### src/rtl/hazard_stall_ctrl_pkg.sv
`default_nettype none
// +----------------------------------------------------------------------------+
// | hazard_stall_ctrl_pkg                                                      |
// | Shared sequencer state encoding and pipeline-control bundle.               |
// | Revision: 1.0                                                              |
// +----------------------------------------------------------------------------+
package hazard_stall_ctrl_pkg;

   typedef enum logic [1:0] {
      run      = 2'd0,
      stall    = 2'd1,
      redirect = 2'd2
   } hazard_state_t;

   typedef struct packed {
      logic pc_ld;
      logic if_id_ld;
      logic id_ex_ld;
      logic ex_mem_ld;
      logic mem_wb_ld;
      logic if_id_flush;
      logic id_ex_flush;
      logic redirect_sel;
   } pipe_ctrl_t;

   localparam pipe_ctrl_t C_CTRL_NORMAL       = pipe_ctrl_t'(8'b11111_000);
   localparam pipe_ctrl_t C_CTRL_FREEZE       = pipe_ctrl_t'(8'b00000_000);
   localparam pipe_ctrl_t C_CTRL_LOAD_USE     = pipe_ctrl_t'(8'b00111_010);
   localparam pipe_ctrl_t C_CTRL_REDIRECT_RUN = pipe_ctrl_t'(8'b11111_110);
   localparam pipe_ctrl_t C_CTRL_REDIRECT_LAT = pipe_ctrl_t'(8'b11111_111);

   function automatic logic any_frozen(input pipe_ctrl_t c);
      return ~(c.pc_ld & c.if_id_ld & c.id_ex_ld & c.ex_mem_ld & c.mem_wb_ld);
   endfunction

endpackage
`default_nettype wire

### src/rtl/hazard_stall_ctrl_sat_counter.sv
`default_nettype none
// +----------------------------------------------------------------------------+
// | sat_counter                                                                |
// | Up-counter that sticks at all-ones instead of wrapping.                    |
// | Revision: 1.0                                                              |
// +----------------------------------------------------------------------------+
module sat_counter #(
   parameter int WIDTH = 32
) (
   input  logic             clk,
   input  logic             rst,
   input  logic             inc_i,
   output logic [WIDTH-1:0] count_o
);

   localparam logic [WIDTH-1:0] C_ONE = {{(WIDTH-1){1'b0}}, 1'b1};

   logic [WIDTH-1:0] count_q;
   logic [WIDTH-1:0] count_d;

   always_comb begin
      count_d = count_q;
      if (inc_i && !(&count_q)) begin
         count_d = count_q + C_ONE;
      end
   end

   always_ff @(posedge clk or posedge rst) begin
      if (rst) begin
         count_q <= '0;
      end else begin
         count_q <= count_d;
      end
   end

   assign count_o = count_q;

endmodule
`default_nettype wire

### src/rtl/hazard_stall_ctrl.sv
`default_nettype none
// +----------------------------------------------------------------------------+
// | hazard_stall_ctrl                                                          |
// | Per-cycle load/flush sequencer for the 5-stage rv32i pipeline.             |
// | Revision: 1.0                                                              |
// +----------------------------------------------------------------------------+
module hazard_stall_ctrl
   import hazard_stall_ctrl_pkg::*;
#(
   parameter int CNT_WIDTH = 32
) (
   input  logic                 clk,
   input  logic                 rst,
   input  logic [4:0]           IF_ID_rs1_i,
   input  logic [4:0]           IF_ID_rs2_i,
   input  logic [4:0]           ID_EX_rd_i,
   input  logic                 ID_EX_mem_read_i,
   input  logic                 imem_read_i,
   input  logic                 imem_resp_i,
   input  logic                 dmem_req_i,
   input  logic                 dmem_resp_i,
   input  logic                 EX_redirect_i,
   output logic                 pc_ld_o,
   output logic                 IF_ID_ld_o,
   output logic                 ID_EX_ld_o,
   output logic                 EX_MEM_ld_o,
   output logic                 MEM_WB_ld_o,
   output logic                 IF_ID_flush_o,
   output logic                 ID_EX_flush_o,
   output logic                 redirect_sel_o,
   output logic [CNT_WIDTH-1:0] stall_cnt_o,
   output logic [CNT_WIDTH-1:0] flush_cnt_o
);

   hazard_state_t state_q, state_d;
   logic          pending_q, pending_d;
   logic          discard_q, discard_d;

   pipe_ctrl_t    ctrl;
   logic          redirect_applied;
   logic          imem_miss;
   logic          mem_stall;
   logic          load_use;

   assign imem_miss = imem_read_i & ~imem_resp_i;
   assign mem_stall = imem_miss | (dmem_req_i & ~dmem_resp_i);
   assign load_use  = ID_EX_mem_read_i & (ID_EX_rd_i != 5'd0) &
                      ((ID_EX_rd_i == IF_ID_rs1_i) | (ID_EX_rd_i == IF_ID_rs2_i));

   always_comb begin
      state_d          = state_q;
      pending_d        = pending_q;
      discard_d        = discard_q;
      ctrl             = C_CTRL_NORMAL;
      redirect_applied = 1'b0;

      unique case (state_q)
         redirect: begin
            // Latched redirect always completes; a fresh miss is honoured next cycle.
            ctrl             = C_CTRL_REDIRECT_LAT;
            redirect_applied = 1'b1;
            pending_d        = 1'b0;
            discard_d        = 1'b0;
            state_d          = mem_stall ? stall : run;
         end
         run, stall: begin
            if (mem_stall) begin
               ctrl    = C_CTRL_FREEZE;
               state_d = stall;
               if (EX_redirect_i) begin
                  pending_d = 1'b1;
                  if (imem_miss) begin
                     discard_d = 1'b1;
                  end
               end
            end else if ((state_q == stall) && pending_q) begin
               // Release cycle: hold the pipe, soak up the stale fetch as a NOP.
               ctrl             = C_CTRL_FREEZE;
               ctrl.if_id_ld    = discard_q;
               ctrl.if_id_flush = discard_q;
               state_d          = redirect;
            end else begin
               state_d = run;
               if (EX_redirect_i) begin
                  ctrl             = C_CTRL_REDIRECT_RUN;
                  redirect_applied = 1'b1;
               end else if (load_use) begin
                  ctrl = C_CTRL_LOAD_USE;
               end
            end
         end
         default: begin
            state_d   = run;
            pending_d = 1'b0;
            discard_d = 1'b0;
         end
      endcase
   end

   always_ff @(posedge clk or posedge rst) begin
      if (rst) begin
         state_q   <= run;
         pending_q <= 1'b0;
         discard_q <= 1'b0;
      end else begin
         state_q   <= state_d;
         pending_q <= pending_d;
         discard_q <= discard_d;
      end
   end

   assign pc_ld_o        = ctrl.pc_ld;
   assign IF_ID_ld_o     = ctrl.if_id_ld;
   assign ID_EX_ld_o     = ctrl.id_ex_ld;
   assign EX_MEM_ld_o    = ctrl.ex_mem_ld;
   assign MEM_WB_ld_o    = ctrl.mem_wb_ld;
   assign IF_ID_flush_o  = ctrl.if_id_flush;
   assign ID_EX_flush_o  = ctrl.id_ex_flush;
   assign redirect_sel_o = ctrl.redirect_sel;

   sat_counter #(.WIDTH(CNT_WIDTH)) u_stall_cnt (
      .clk     (clk),
      .rst     (rst),
      .inc_i   (any_frozen(ctrl)),
      .count_o (stall_cnt_o)
   );

   sat_counter #(.WIDTH(CNT_WIDTH)) u_flush_cnt (
      .clk     (clk),
      .rst     (rst),
      .inc_i   (redirect_applied),
      .count_o (flush_cnt_o)
   );

endmodule
`default_nettype wire

### config.mk
export PLATFORM = sky130hd
export DESIGN_NAME = hazard_stall_ctrl
export DESIGN_NICKNAME = d
export VERILOG_FILES = /design/src/rtl/hazard_stall_ctrl_pkg.sv /design/src/rtl/hazard_stall_ctrl_sat_counter.sv /design/src/rtl/hazard_stall_ctrl.sv
export SDC_FILE = /design/constraint.sdc
export NUM_CORES = 1
export LEC_CHECK = 0
export CAP_MARGIN = 20
export CORE_MARGIN = 2
export CORE_UTILIZATION = 49
export CTS_CLUSTER_DIAMETER = 80
export DETAILED_ROUTE_END_ITERATION = 6
export PLACE_DENSITY = 0.79
export SYNTH_ARGS = -nofsm -noshare
export SYNTH_HDL_FRONTEND = slang
export SYNTH_SLANG_ARGS = --single-unit
### constraint.sdc
create_clock -name clk -period 2.5 [get_ports clk]
set_input_delay 0.625 -clock clk [delete_from_list [all_inputs] [get_ports clk]]
set_output_delay 0.625 -clock clk [all_outputs]
set_load 0.1 [all_outputs]
==> impl_summary.log, run 1 <==
[metrics] clock latency at the later pin of the worst-skew pair: 0.34 ns
[metrics] Arr. time, crit path: 1.98 ns
[metrics] Iter 0 DRT Violations: 146
[metrics] clock tree from TritonCTS: yes
[metrics] TritonCTS sink count: 68
[metrics] kind of path behind the tightest hold check: flop to flop
[metrics] slack of the critical path: -0.102 ns
[metrics] H-tree lvl count: 3
[metrics] Peak supply drop: 0.898 mV
[metrics] total detailed-routing wirelength: 8970 µm
[metrics] commonest register cell after synthesis: sky130_fd_sc_hd__dfrtp_1
[metrics] number of placed cells counting well taps: 549
[metrics] number of I/O pins: 95
[metrics] Final #Nets: 492
[metrics] area grow syn2layout: 41.9%
[metrics] residual overflow from global routing: 0
[metrics] total number of placement rows: 31
[metrics] Ant. Diodes: 0
[metrics] outcome: finished, violations left
[metrics] vertical extent of the die: 89.7 µm
[metrics] gate count of the mapped netlist: 345
[metrics] TritonCTS buffer count: 9
[metrics] Final setup viols: 3
[metrics] achievable frequency: 384 MHz
[metrics] floorplan core area: 7180 µm²
[metrics] Post-synth EDFFs: 0
[metrics] worst clock skew: 0.0146 ns
[metrics] net count after synthesis: 370
[metrics] sort of element at the end of the critical path: primary output
[metrics] final worst-path cycle share: 104%
[metrics] detail-routed via count per cell: 5.46
[metrics] total routing usage reported by global routing: 22.9%
[metrics] DP Wirelength: 6360 µm
[metrics] Finished Core Util: 71.1%
[metrics] Syn. warnings: 0
[metrics] largest buffer count on any clock path: 2
[metrics] horizontal extent of the die: 89.7 µm
[metrics] headroom to the max-slew limit: 60.0%
[metrics] number of slew-limit violations in the final report: 0
[metrics] number of library cell types mapped by synthesis: 47
[metrics] source of the worst hold timing path: u_flush_cnt.count_o[22]
[metrics] r2r startpoint: state_q[0]
[metrics] via count of the first global-routing pass: 3,024
[metrics] fraction of layout instances using a drive strength above 1: 39.8%
[metrics] post-place instance area: 4760 µm²
[metrics] starting density of the core: 50.1%
[metrics] crit path launch type: input pin
[metrics] setup repair after global routing missed its margin: true
[metrics] global-route wire length before repair: 14,300 µm
[metrics] required arrival time at the worst endpoint: 1.88 ns
[metrics] Cell Area, Synth: 3590 µm²
[metrics] number of synthesized register bits: 68
[metrics] leak pwr: 2.25 nW
[metrics] remaining number of nets flagged by the antenna check after routing: 0
[metrics] CTS root buf: sky130_fd_sc_hd__clkbuf_8
[metrics] critical path peak fanout: 3
[metrics] maximum number of pins on one net before global-route repair: 69
[metrics] DR WL/cell: 15.7 µm
[metrics] Design Area, Final: 5100 µm²
[metrics] number of antenna violations at the first check in global routing: 0
[metrics] first-pass iteration count of the detailed router: 4
[metrics] share of async-settable or async-resettable flops after synthesis: 100%
[metrics] RePlAce Congestion: 0.844
[metrics] Worst Hold Path Cells: 1
[metrics] Finished Layout Cells: 571
[metrics] time the worst path needs with I/O delays and setup: 2.60 ns
[metrics] count of buffers inserted at the top-level ports: 94
[metrics] Worst-path clk slew: 0.07 ns
[metrics] sequential area share after synthesis: 47.3%
[metrics] Hold Worst Slack: 0.492 ns
[metrics] max-cap violations: 0
[metrics] worst setup path startpoint: ID_EX_rd_i[4]
[metrics] total via count in the routed design: 3,116
[metrics] reg2reg path depth: 7
[metrics] PwrDens: 812 nW/µm²
[metrics] number of design rule violations left after detail routing: 0
[metrics] area of the die: 8040 µm²
[metrics] actual slew at the worst max-slew pin: 0.598 ns
[metrics] syn avg cell area: 10.4 µm²
[metrics] final hold viol count: 0
[metrics] violated checks: setup timing
[metrics] total power: 0.00414 W
[metrics] Worst Path Class, Setup: input pin to primary output
[synth_stat cells (2+ instances only)]
cell	n	area, µm²
sky130_fd_sc_hd__nor4_2	8	100
sky130_fd_sc_hd__xor2_1	33	289
sky130_fd_sc_hd__nand3_1	25	125
sky130_fd_sc_hd__clkbuf_1	2	7.51
sky130_fd_sc_hd__nand4_1	20	125
sky130_fd_sc_hd__and2_1	2	12.5
sky130_fd_sc_hd__inv_1	6	22.5
sky130_fd_sc_hd__nand4_2	2	25.0
sky130_fd_sc_hd__nor2_1	21	78.8
sky130_fd_sc_hd__a21oi_1	4	20.0
sky130_fd_sc_hd__nand4b_1	2	17.5
sky130_fd_sc_hd__a31oi_1	3	18.8
sky130_fd_sc_hd__ha_1	2	25.0
sky130_fd_sc_hd__mux2_1	2	22.5
sky130_fd_sc_hd__and4_1	6	52.6
sky130_fd_sc_hd__o21ai_0	2	10.0
sky130_fd_sc_hd__nor2_2	3	18.8
sky130_fd_sc_hd__xnor2_1	39	342
sky130_fd_sc_hd__buf_4	4	30.0
sky130_fd_sc_hd__nand2_1	33	124
sky130_fd_sc_hd__or4_1	3	22.5
sky130_fd_sc_hd__nor3_1	14	70.1
sky130_fd_sc_hd__nor4_1	2	12.5
sky130_fd_sc_hd__nand2b_1	4	25.0
sky130_fd_sc_hd__and3_1	12	75.1
sky130_fd_sc_hd__nor2b_1	3	18.8
sky130_fd_sc_hd__dfrtp_1	68	1700
[final timing paths]
| path | to | slack [ns] |
|---|---|---|
| setup / recovery | IF_ID_ld_o | -0.10 |
| hold / removal | u_flush_cnt.count_o[22] | 0.49 |
| setup reg to reg | u_stall_cnt.count_o[16] | 0.29 |
| hold reg to reg | u_flush_cnt.count_o[22] | 0.49 |
| max in group asynchronous | u_stall_cnt.count_o[22] | 1.51 |
| min in group asynchronous | u_flush_cnt.count_o[9] | 0.68 |
[area by class of cell]
| class | instances | area [µm²] |
|---|---|---|
| clock inverter | 5 | 53.8 |
| multi-input combinational | 264 | 2020 |
| clock buffer | 11 | 131 |
| timing repair buffer | 118 | 1030 |
| sequential | 68 | 1720 |
| tap | 99 | 124 |
| inverter | 6 | 22.5 |
| fill | 530 | 2070 |
[cells in the final DEF, fill, tap and decap left out, types with 14 or more instances in the layout]
| master | n |
|---|---|
| sky130_fd_sc_hd__buf_4 | 87 |
| sky130_fd_sc_hd__dfrtp_1 | 50 |
| sky130_fd_sc_hd__xnor2_1 | 36 |
| sky130_fd_sc_hd__xor2_1 | 33 |
| sky130_fd_sc_hd__nand2_1 | 30 |
| sky130_fd_sc_hd__nand3_1 | 25 |
| sky130_fd_sc_hd__nor2_1 | 21 |
| sky130_fd_sc_hd__nand4_1 | 20 |
| sky130_fd_sc_hd__dfrtp_2 | 18 |
| sky130_fd_sc_hd__nor3_1 | 14 |
[timing repair]
action,in CTS,in global routing
pin swaps,20,5
endpoints found under the setup margin,9,7
hold buffers,0,0
gates resized for setup,83,14
buffers inserted,2,4
[metrics by stage]
stage	setup TNS, ns	setup slack (ns)
final	-0.205	-0.102
after CTS	-0.237	-0.0984
after global placement	-9.29	-0.483
after detailed placement	-11.70	-0.537
after floorplan	-0.342	-0.304
after global routing	-0.344	-0.151
[registers in the layout (all words and copies together) (netlist names)]
name,count
pending_q,1
state_q,2
u_flush_cnt.count_o,32
discard_q,1
u_stall_cnt.count_o,32
[critical path, stage by stage]
cell                        delay [ns]
sky130_fd_sc_hd__buf_8            0.10
sky130_fd_sc_hd__or4_4            0.55
sky130_fd_sc_hd__o2111ai_4        0.22
sky130_fd_sc_hd__buf_6            0.13
sky130_fd_sc_hd__o221ai_4         0.09
sky130_fd_sc_hd__nand2b_4         0.09
sky130_fd_sc_hd__buf_12           0.17
[where the power goes]
group	switching [W]	leakage, nW	internal [W]
sequential	0.000177	0.829	0.00123
clock	0.000402	0.0971	0.000458
combinational	0.00137	1.33	0.000514
total	0.00194	2.25	0.00220
[layer usage]
layer	up-vias	share of wire, %	track usage, %	routed length, µm
li1	1473	-	-	-
met3	15	4.8	4.20	430
met2	96	52	38.6	4660
met1	1532	41	28.8	3720
met5	-	0	0	0
met4	0	1.8	9.77	165
[logic make-up after synthesis]
group / after synthesis / synth area share, %
DFF: 68 / 47.3
buffers and inverters: 13 / 1.81
muxes: 2 / 0.626
AOI/OAI and AO/OA: 17 / 3.24
xor gates and xnor gates: 72 / 17.5
adders and majority gates: 2 / 0.696
and+or+nand+nor: 171 / 28.8
No activity file was read; power rests on OpenSTA's default activity.
==> run 2, diff against run 1 <==
- TNS_END_PERCENT: unset -> 100
==> results of run 2 <==
No change in the layout: final DEF, timing and power equal those of run 1.
==> run 3, diff against run 2 <==
- ABC_AREA: unset -> 0
==> results of run 3 <==
No change in the layout: final DEF, timing and power equal those of run 1.
